==> src/rtl/riscv_pkg.sv <==
// Shared fetch-stage constants and the fetch FSM state type.
package riscv_pkg;
  localparam logic [31:0] RESET_PC_DEFAULT = 32'h0000_0000;
  localparam logic [31:0] NOP_INSTR        = 32'h0000_0013;

  typedef enum logic [1:0] {
    IDLE  = 2'd0,
    FETCH = 2'd1,
    HALT  = 2'd2
  } fetch_state_e;
endpackage

==> src/rtl/fetch_fifo.sv <==
// Synchronous instruction buffer with flush. The head entry is read straight from
// registered storage, so there is no path from the write port to o_data.
module fetch_fifo
  import riscv_pkg::*;
#(
  parameter int WIDTH = 64,
  parameter int DEPTH = 2,
  localparam int AW   = $clog2(DEPTH)
) (
  input  logic             clk,
  input  logic             rst_n,
  input  logic             i_flush,
  input  logic             i_push,
  input  logic [WIDTH-1:0] i_data,
  input  logic             i_pop,
  output logic [WIDTH-1:0] o_data,
  output logic [AW:0]      o_count
);
  localparam logic [AW:0] FULL_C = (AW+1)'(DEPTH);

  logic [WIDTH-1:0] r_mem [DEPTH];
  logic [AW-1:0]    r_wr_ptr;
  logic [AW-1:0]    r_rd_ptr;
  logic [AW:0]      r_count;
  logic             w_pop;
  logic             w_push;

  assign w_pop  = i_pop && (r_count != '0);
  // A pop in the same cycle frees the slot the push lands in.
  assign w_push = i_push && ((r_count != FULL_C) || w_pop);

  always_ff @(posedge clk or negedge rst_n) begin
    if (!rst_n) begin
      r_wr_ptr <= '0;
      r_rd_ptr <= '0;
      r_count  <= '0;
    end else if (i_flush) begin
      r_wr_ptr <= '0;
      r_rd_ptr <= '0;
      r_count  <= '0;
    end else begin
      if (w_push) r_wr_ptr <= r_wr_ptr + 1'b1;
      if (w_pop)  r_rd_ptr <= r_rd_ptr + 1'b1;
      r_count <= r_count + (AW+1)'(w_push) - (AW+1)'(w_pop);
    end
  end

  always_ff @(posedge clk) begin
    if (w_push && !i_flush) r_mem[r_wr_ptr] <= i_data;
  end

  assign o_data  = r_mem[r_rd_ptr];
  assign o_count = r_count;
endmodule

==> src/rtl/fetch_unit.sv <==
// Instruction fetch stage: PC, credit-limited imem requests, response buffering, redirect/flush.
// Optional macro FETCH_MISALIGN_CHK_EN halts fetch on a misaligned redirect target.
module fetch_unit
  import riscv_pkg::*;
#(
  parameter logic [31:0] RESET_PC        = RESET_PC_DEFAULT,
  parameter int          FIFO_DEPTH      = 2,
  parameter int          MAX_OUTSTANDING = 2
) (
  input  logic        clk,
  input  logic        rst_n,
  input  logic        i_redirect_valid,
  input  logic [31:0] i_redirect_pc,
  output logic        o_imem_req_valid,
  input  logic        i_imem_req_ready,
  output logic [31:0] o_imem_req_addr,
  input  logic        i_imem_rsp_valid,
  input  logic [31:0] i_imem_rsp_data,
  output logic        o_instr_valid,
  input  logic        i_instr_ready,
  output logic [31:0] o_instr,
  output logic [31:0] o_instr_pc
`ifdef FETCH_MISALIGN_CHK_EN
  ,
  output logic        o_fetch_misalign
`endif
);
  localparam int              CW       = $clog2(FIFO_DEPTH) + 1;
  localparam logic [CW:0]     DEPTH_C  = (CW+1)'(FIFO_DEPTH);
  localparam logic [CW-1:0]   MAX_C    = CW'(MAX_OUTSTANDING);
  localparam logic [1:0]      ST_IDLE  = IDLE;
  localparam logic [1:0]      ST_FETCH = FETCH;
`ifdef FETCH_MISALIGN_CHK_EN
  localparam logic [1:0]      ST_HALT  = HALT;
`endif

  logic [1:0]    r_state;
  logic [31:0]   r_pc;
  logic [31:0]   r_rsp_pc;
  logic [CW-1:0] r_outstanding;
  logic [7:0]    r_discard;
  logic [31:0]   w_redir_pc;
  logic [CW-1:0] w_count;
  logic [63:0]   w_head;
  logic [CW:0]   w_credit;
  logic          w_req_valid;
  logic          w_acc;
  logic          w_rsp_keep;
  logic          w_pop;
  logic          w_nonempty;

`ifdef FETCH_MISALIGN_CHK_EN
  logic r_misalign;
  logic w_misalign;
  assign w_misalign       = (i_redirect_pc[1:0] != 2'b00);
  assign w_redir_pc       = i_redirect_pc;
  assign o_fetch_misalign = r_misalign;
`else
  assign w_redir_pc = i_redirect_pc & 32'hFFFF_FFFC;
`endif

  assign w_nonempty = (w_count != '0);
  assign w_pop      = w_nonempty && i_instr_ready && !i_redirect_valid;
  // Slots already promised to in-flight requests count against the buffer.
  assign w_credit   = {1'b0, r_outstanding} + {1'b0, w_count} - {{CW{1'b0}}, w_pop};
  assign w_req_valid = (r_state == ST_FETCH) && (w_credit < DEPTH_C) && (r_outstanding < MAX_C);
  assign w_acc      = w_req_valid && i_imem_req_ready;
  assign w_rsp_keep = i_imem_rsp_valid && (r_discard == 8'd0) && !i_redirect_valid;

  always_ff @(posedge clk or negedge rst_n) begin
    if (!rst_n) begin
      r_state       <= ST_IDLE;
      r_pc          <= RESET_PC;
      r_rsp_pc      <= RESET_PC;
      r_outstanding <= '0;
      r_discard     <= 8'd0;
`ifdef FETCH_MISALIGN_CHK_EN
      r_misalign    <= 1'b0;
`endif
    end else begin
      if (r_state == ST_IDLE) r_state <= ST_FETCH;
      if (i_redirect_valid) begin
        r_pc          <= w_redir_pc;
        r_rsp_pc      <= w_redir_pc;
        r_outstanding <= '0;
        // Everything still in flight, including a word returning right now, is dropped.
        r_discard     <= r_discard + 8'(r_outstanding) + 8'(w_acc) - 8'(i_imem_rsp_valid);
`ifdef FETCH_MISALIGN_CHK_EN
        r_state       <= w_misalign ? ST_HALT : ST_FETCH;
        r_misalign    <= w_misalign;
`endif
      end else begin
        if (w_acc) r_pc <= r_pc + 32'd4;
        r_outstanding <= r_outstanding + CW'(w_acc) - CW'(w_rsp_keep);
        if (i_imem_rsp_valid && (r_discard != 8'd0)) r_discard <= r_discard - 8'd1;
        if (w_rsp_keep) r_rsp_pc <= r_rsp_pc + 32'd4;
      end
    end
  end

  fetch_fifo #(
    .WIDTH(64),
    .DEPTH(FIFO_DEPTH)
  ) u_fifo (
    .clk    (clk),
    .rst_n  (rst_n),
    .i_flush(i_redirect_valid),
    .i_push (w_rsp_keep),
    .i_data ({r_rsp_pc, i_imem_rsp_data}),
    .i_pop  (w_pop),
    .o_data (w_head),
    .o_count(w_count)
  );

  assign o_imem_req_valid = w_req_valid;
  assign o_imem_req_addr  = r_pc;
  assign o_instr_valid    = w_nonempty;
  assign o_instr          = w_nonempty ? w_head[31:0]  : NOP_INSTR;
  assign o_instr_pc       = w_nonempty ? w_head[63:32] : 32'h0000_0000;
endmodule

==> config.mk <==
export PLATFORM = sky130hd
export DESIGN_NAME = fetch_unit
export DESIGN_NICKNAME = d
export VERILOG_FILES = /design/src/rtl/riscv_pkg.sv /design/src/rtl/fetch_fifo.sv /design/src/rtl/fetch_unit.sv
export SDC_FILE = /design/constraint.sdc
export NUM_CORES = 1
export LEC_CHECK = 0
export CAP_MARGIN = 20
export CORE_MARGIN = 8
export CORE_UTILIZATION = 57
export DETAILED_ROUTE_END_ITERATION = 8
export PLACE_DENSITY = 0.94
export REMOVE_ABC_BUFFERS = 1
export SLEW_MARGIN = 30
export SYNTH_ARGS = -nofsm -noshare
export SYNTH_HDL_FRONTEND = slang
export SYNTH_SLANG_ARGS = --single-unit
==> constraint.sdc <==
create_clock -name clk -period 15 [get_ports clk]
set_clock_uncertainty 0.2 [all_clocks]
set_input_delay 3 -clock clk [delete_from_list [all_inputs] [get_ports clk]]
set_output_delay 3 -clock clk [all_outputs]
set_load 0.01 [all_outputs]
After elaboration in Yosys (flattened, before gate mapping)
Memories as Yosys holds them, arrays and structs flattened. Index checks and enable logic that the tools add are counted.

Bits of input ports: 70. Bits in read-only memories: 0. Output and inout port bits: 98. Word-level logic and storage cells: 64. Memories kept: 1. Bits in writable memories: 128. Register bits: 79. Bits in latches: 0.

Memory list: u_fifo.r_mem (depth 2, width 64, rd ports 1, clocked after memory_dff 0, wr ports 1, RTL line fetch_fifo.sv:21) `logic [WIDTH-1:0] r_mem [DEPTH];`.

Reduce and logical (&&, ||, !) cells: 22. Add/subtract/negate cells: 14. Mux-type cells: 16. Multipliers: 0. Shifts and indexed selects: 0. Div/mod/pow operators: 0. Bitwise operators: 0. Eq/ne operators: 1. $lt $le $gt $ge: 2.

Operator list (number): 32-bit 2-to-1 mux (6); 32-bit by 3-bit adder with 32-bit output (second input constant) (2); 8-bit 2-to-1 mux (2); 2-bit nonzero test (6); 1-bit logical AND (11); 8-bit by 1-bit adder with 8-bit output (1); 8-bit by 2-bit adder with 8-bit output (1); 8-bit logical NOT (1); 8-bit nonzero test (1); 8-bit by 1-bit subtractor with 8-bit output (1); 8-bit by 1-bit subtractor with 8-bit output (second input constant) (1); 1-bit 2-to-1 mux (6); 2-bit by 1-bit adder with 2-bit output (2); 2-bit 2-to-1 mux (2); 2-bit by 1-bit subtractor with 2-bit output (2); 2-bit by 2-bit adder with 3-bit output (1); 3-bit by 2-bit less-than comparator with 1-bit output (second input constant) (1); 3-bit by 1-bit subtractor with 3-bit output (1); 1-bit adder (second input constant) (2); 2-bit logical NOT (1); 2-bit less-than comparator (second input constant) (1); 2-bit inequality test (second input constant) (1); 1-bit logical NOT (1); 1-bit logical OR (1).

Logic depth before layout (Yosys ltp)
Depth after elaboration: 11. Mapped depth: 17. Gate-level depth less buffers: 17.

By module
From an unflattened synthesis, not the netlist that was laid out.

Cells, all modules: 759. Area, all modules: 9794.4 um^2.

By module, submodules not included: fetch_unit (seq. area each 1776.7 um^2, area each 4923.5 um^2, cells each 539, instances 1); fetch_fifo (seq. area each 3943.8 um^2, area each 4870.9 um^2, cells each 220, instances 1).

Least setup slack after synthesis
No wires, ideal clock.

Path type: input -> output. From: in i_redirect_valid. To: out o_imem_req_valid. Data required time: 11.800 ns. Buffers on the path: 3. Data arrival time: 5.160 ns. Setup slack: 6.640 ns. Cell stages on the path: 9. Cell sequence: clkbuf_1 buf_1 buf_1 nor2_1 ha_1 nand2b_1 fa_1 nand2_1 nor3_1.

Longest elaborated chain between the ends: 6.

RTL lines: start, declared (RTL line fetch_unit.sv:12) `input logic i_redirect_valid,`; 1-bit logical NOT (RTL line fetch_unit.sv:63) `assign w_pop = w_nonempty && i_instr_ready && !i_redirect_valid;`; 1-bit logical AND (RTL line fetch_unit.sv:63); 3-bit by 1-bit subtractor with 3-bit output (RTL line fetch_unit.sv:65) `assign w_credit = {1'b0, r_outstanding} + {1'b0, w_count} - {{CW{1'b0}}, w_pop};`; 3-bit by 2-bit less-than comparator with 1-bit output (RTL line fetch_unit.sv:66) `assign w_req_valid = (r_state == ST_FETCH) && (w_credit < DEPTH_C) && (r_outstanding < MAX_C);`; 1-bit logical AND (2 in series) (RTL line fetch_unit.sv:66); end, declared (RTL line fetch_unit.sv:14) `output logic o_imem_req_valid,`.

No other way between the ends.

Final worst setup path
Ends and elaborated chain as after synthesis.

==> impl_metrics.tcl <==
set metrics [dict create \
    syn_avg_cell_area_um2 12.2 \
    cts_made_buffers 17 \
    gp_congestion 0.882 \
    leakagePower_nw 4.26 \
    drc 0 \
    grt_antenna_before_repair 0 \
    period_share 0.596 \
    wire_per_inst_um 19.2 \
    irDropWorstVdd_mv 0.0983 \
    finalCriticalPeriod_ps 8930 \
    port-buffer-count 161 \
    critPathKind "in2out" \
    cp.required_ps 11800 \
    n_fill_cell 1078 \
    end_kind "output port" \
    setup_viol 0 \
    worstSkewPairLatency_ps 430 \
    post_cts_buffers 0 \
    syn-cell-area_mm2 0.00955 \
    slew_headroom 0.394 \
    die_width_um 145 \
    hold_depth 0 \
    syn2layout_area_growth_pct 24.8 \
    status "finished clean" \
    finalHoldViolCount 0 \
    firstDrtPassIters 5 \
    fp.coreArea_mm2 0.0165 \
    clk_path_buf_depth 2 \
    die-area_mm2 0.0212 \
    clk_pin_slew_worst_paths_ps 70 \
    antenna_left 0 \
    setup-tns-final_ps 0 \
    synthCells 784 \
    hp-class "reg2reg" \
    reg2reg_to "r_discard[6]" \
    holdCritStartpoint "r_rsp_pc[23]" \
    yosysWarnings 0 \
    cp-start-kind "primary input" \
    register_area_mm2 0.00560 \
    hold_end "u_fifo.r_mem[0][55]" \
    grt_max_degree 76 \
    r2r_start "u_fifo.o_count[1]" \
    dpl_worst_slack_ps 6070 \
    path_max_fanout 47 \
    via_count 6715 \
    worst_r2r_path_depth 18 \
    rows 47 \
    totalWireLength_um 22400 \
    cts.sinks 199 \
    holdWs_ps 290 \
    synth-main-ff-cell "edfxtp_1" \
    setup_ws_ps 6070 \
    synth_cell_types 56 \
    dieHeight_um 145 \
    synth-edff-count 124 \
    drt_iter0_markers 591 \
    cts_max_level 4 \
    finalMaxSlewViolations 0 \
    nets 1026 \
    initial_utilization 0.580 \
    grt_pass1_wl_um 35500 \
    max_freq_mhz 112 \
    grt_pass1_vias 6783 \
    drive_above_1_share 0.0806 \
    multi_input_area_mm2 0.00368 \
    max_cap_viol_count 0 \
    dp_hpwl_um 15400 \
    r2r_slack_ps 9620 \
    grt_util_all_layers 0.210 \
    crit_arrival_ps 5730 \
    rsz0062_at_grt "no" \
    ys_seq_area_frac 0.586 \
    synth-seq-cells 199 \
    cts_root_buf "clkbuf_16" \
    cts_tree "yes" \
    io_pins 168 \
    worstMarginPinSlew_ps 907 \
    cts_resized 0 \
    grt_overflow 0 \
    vias_per_cell 5.77 \
    holdBufCountCts 0 \
    p_total_mw 1.40 \
    pwr_density_cell_mw_per_mm2 117 \
    diodes 0 \
    async_flop_share 0.377 \
]
## worst max-delay path, cell delays in order
cell             delay (ps)
clkdlybuf4s50_1         450
buf_4                   420
nor2_1                  100
ha_1                    280
nand2b_1                150
fa_1                    560
nand2_1                  70
nor3_1                  140
clkdlybuf4s50_1         570
## state kept, by name, indices dropped and copies added, names as in the netlist
register and flops:
r_outstanding 2, u_fifo.o_count 2, u_fifo.r_mem 124, r_state 1, r_rsp_pc 30, o_imem_req_addr 30, u_fifo.r_wr_ptr 1, r_discard 8
u_fifo.r_rd_ptr 1
## power breakdown
part	switching, mW	leakage, nW	internal, mW	total (mW)
Clock	0.207	0.288	0.250	0.458
Combinational	0.147	1.98	0.139	0.286
Sequential	0.0399	1.99	0.615	0.655
## final cells by class
type                            count  share of cell area
Clock buffer                       17              0.0357
Clock inverter                     14              0.0136
Inverter                           29             0.00913
Multi-Input combinational cell    517               0.309
Sequential cell                   199               0.470
Tap cell                          220              0.0231
Timing Repair Buffer              167               0.139
## metal layers
layer,vias up,global-route usage,part of all wire,wire [um]
met1,3303,0.255,0.40,9060
met3,35,0.0501,0.064,1430
met5,-,0,0,0
met2,245,0.360,0.51,11400
li1,3132,-,-,-
met4,0,0.0724,0.022,503
## stage by stage
| stage | instance area (um2) | std cells | utilization |
|---|---|---|---|
| finish | 11900 | 1163 | 0.724 |
| global route | 11900 | 1163 | 0.724 |
| CTS | 11900 | 1163 | 0.724 |
| detailed placement | 11300 | 1132 | 0.688 |
| global placement | 11300 | 1132 | 0.688 |
| floorplan | 9380 | 745 | - |
## how the worst max path moves through the flow
stage | startpoint | end | slack [ps] | cells past startpoint
after detailed placement | i_redirect_valid | o_imem_req_valid | 6070 | 9
after floorplan | i_instr_ready | o_imem_req_valid | 7400 | 7
after CTS | i_redirect_valid | o_imem_req_valid | 6060 | 9
final | i_redirect_valid | o_imem_req_valid | 6070 | 9
after global placement | i_redirect_valid | o_imem_req_valid | 6050 | 9
after global routing | i_redirect_valid | o_imem_req_valid | 5910 | 9
## kinds of logic after synthesis
group                      count (synthesis)  synth area share
adders and majority gates                 25            0.0351
AOI/OAI and AO/OA                         66            0.0457
other                                      2          0.000786
xor gates and xnor gates                  55            0.0504
muxes                                     87            0.0939
buffers and inverters                     71            0.0308
DFF                                      199             0.586
and+or+nand+nor                          279             0.157
## placed cells by master (no fill, tap or decap), types with 7 or more instances in the layout
cell type	instances
nand4_1	26
and4_1	11
a21oi_1	22
nand2b_1	8
mux2_2	21
nor3_1	27
dfrtp_1	74
nand3_1	21
mux2i_1	66
and3_1	13
ha_1	22
clkbuf_16	17
clkdlybuf4s50_1	160
edfxtp_1	124
inv_1	28
nand2_1	30
nor2_1	95
o31a_1	8
xnor2_1	32
o21ai_0	7
nor4_1	10
xor2_1	23
## Yosys cell counts (2+ instances only)
library cell  count  area share
and3_1           13      0.0085
or3_1             6      0.0039
xor2_1           23       0.021
nand3_1          21       0.011
o21bai_1          2      0.0016
conb_1            2     0.00079
nor2b_1           6      0.0039
nor4_1           10      0.0066
xnor2_1          32       0.029
buf_1             5      0.0020
nor3_1           27       0.014
inv_1            29       0.011
nand4_1          26       0.017
and2_1            7      0.0046
a211oi_1          2      0.0016
buf_2             4      0.0021
nor2_1           96       0.038
fa_1              3      0.0063
nand2b_1          8      0.0052
nand4_2           3      0.0039
mux2_2           21       0.025
a21boi_1          5      0.0039
a31oi_1           6      0.0039
dfrtp_1          75        0.20
clkbuf_1         28       0.011
nand2_1          30       0.012
mux2i_1          66       0.069
o31a_1            8      0.0073
o21ai_0           7      0.0037
or2_1             3      0.0020
o21a_1            2      0.0016
a31o_2            2      0.0018
ha_1             22       0.029
and4_1           11       0.010
a21oi_1          22       0.012
o31ai_1           3      0.0024
edfxtp_1        124        0.39
or4_1             3      0.0024
buf_4             4      0.0031
No activity file was read; power rests on OpenSTA's default activity.
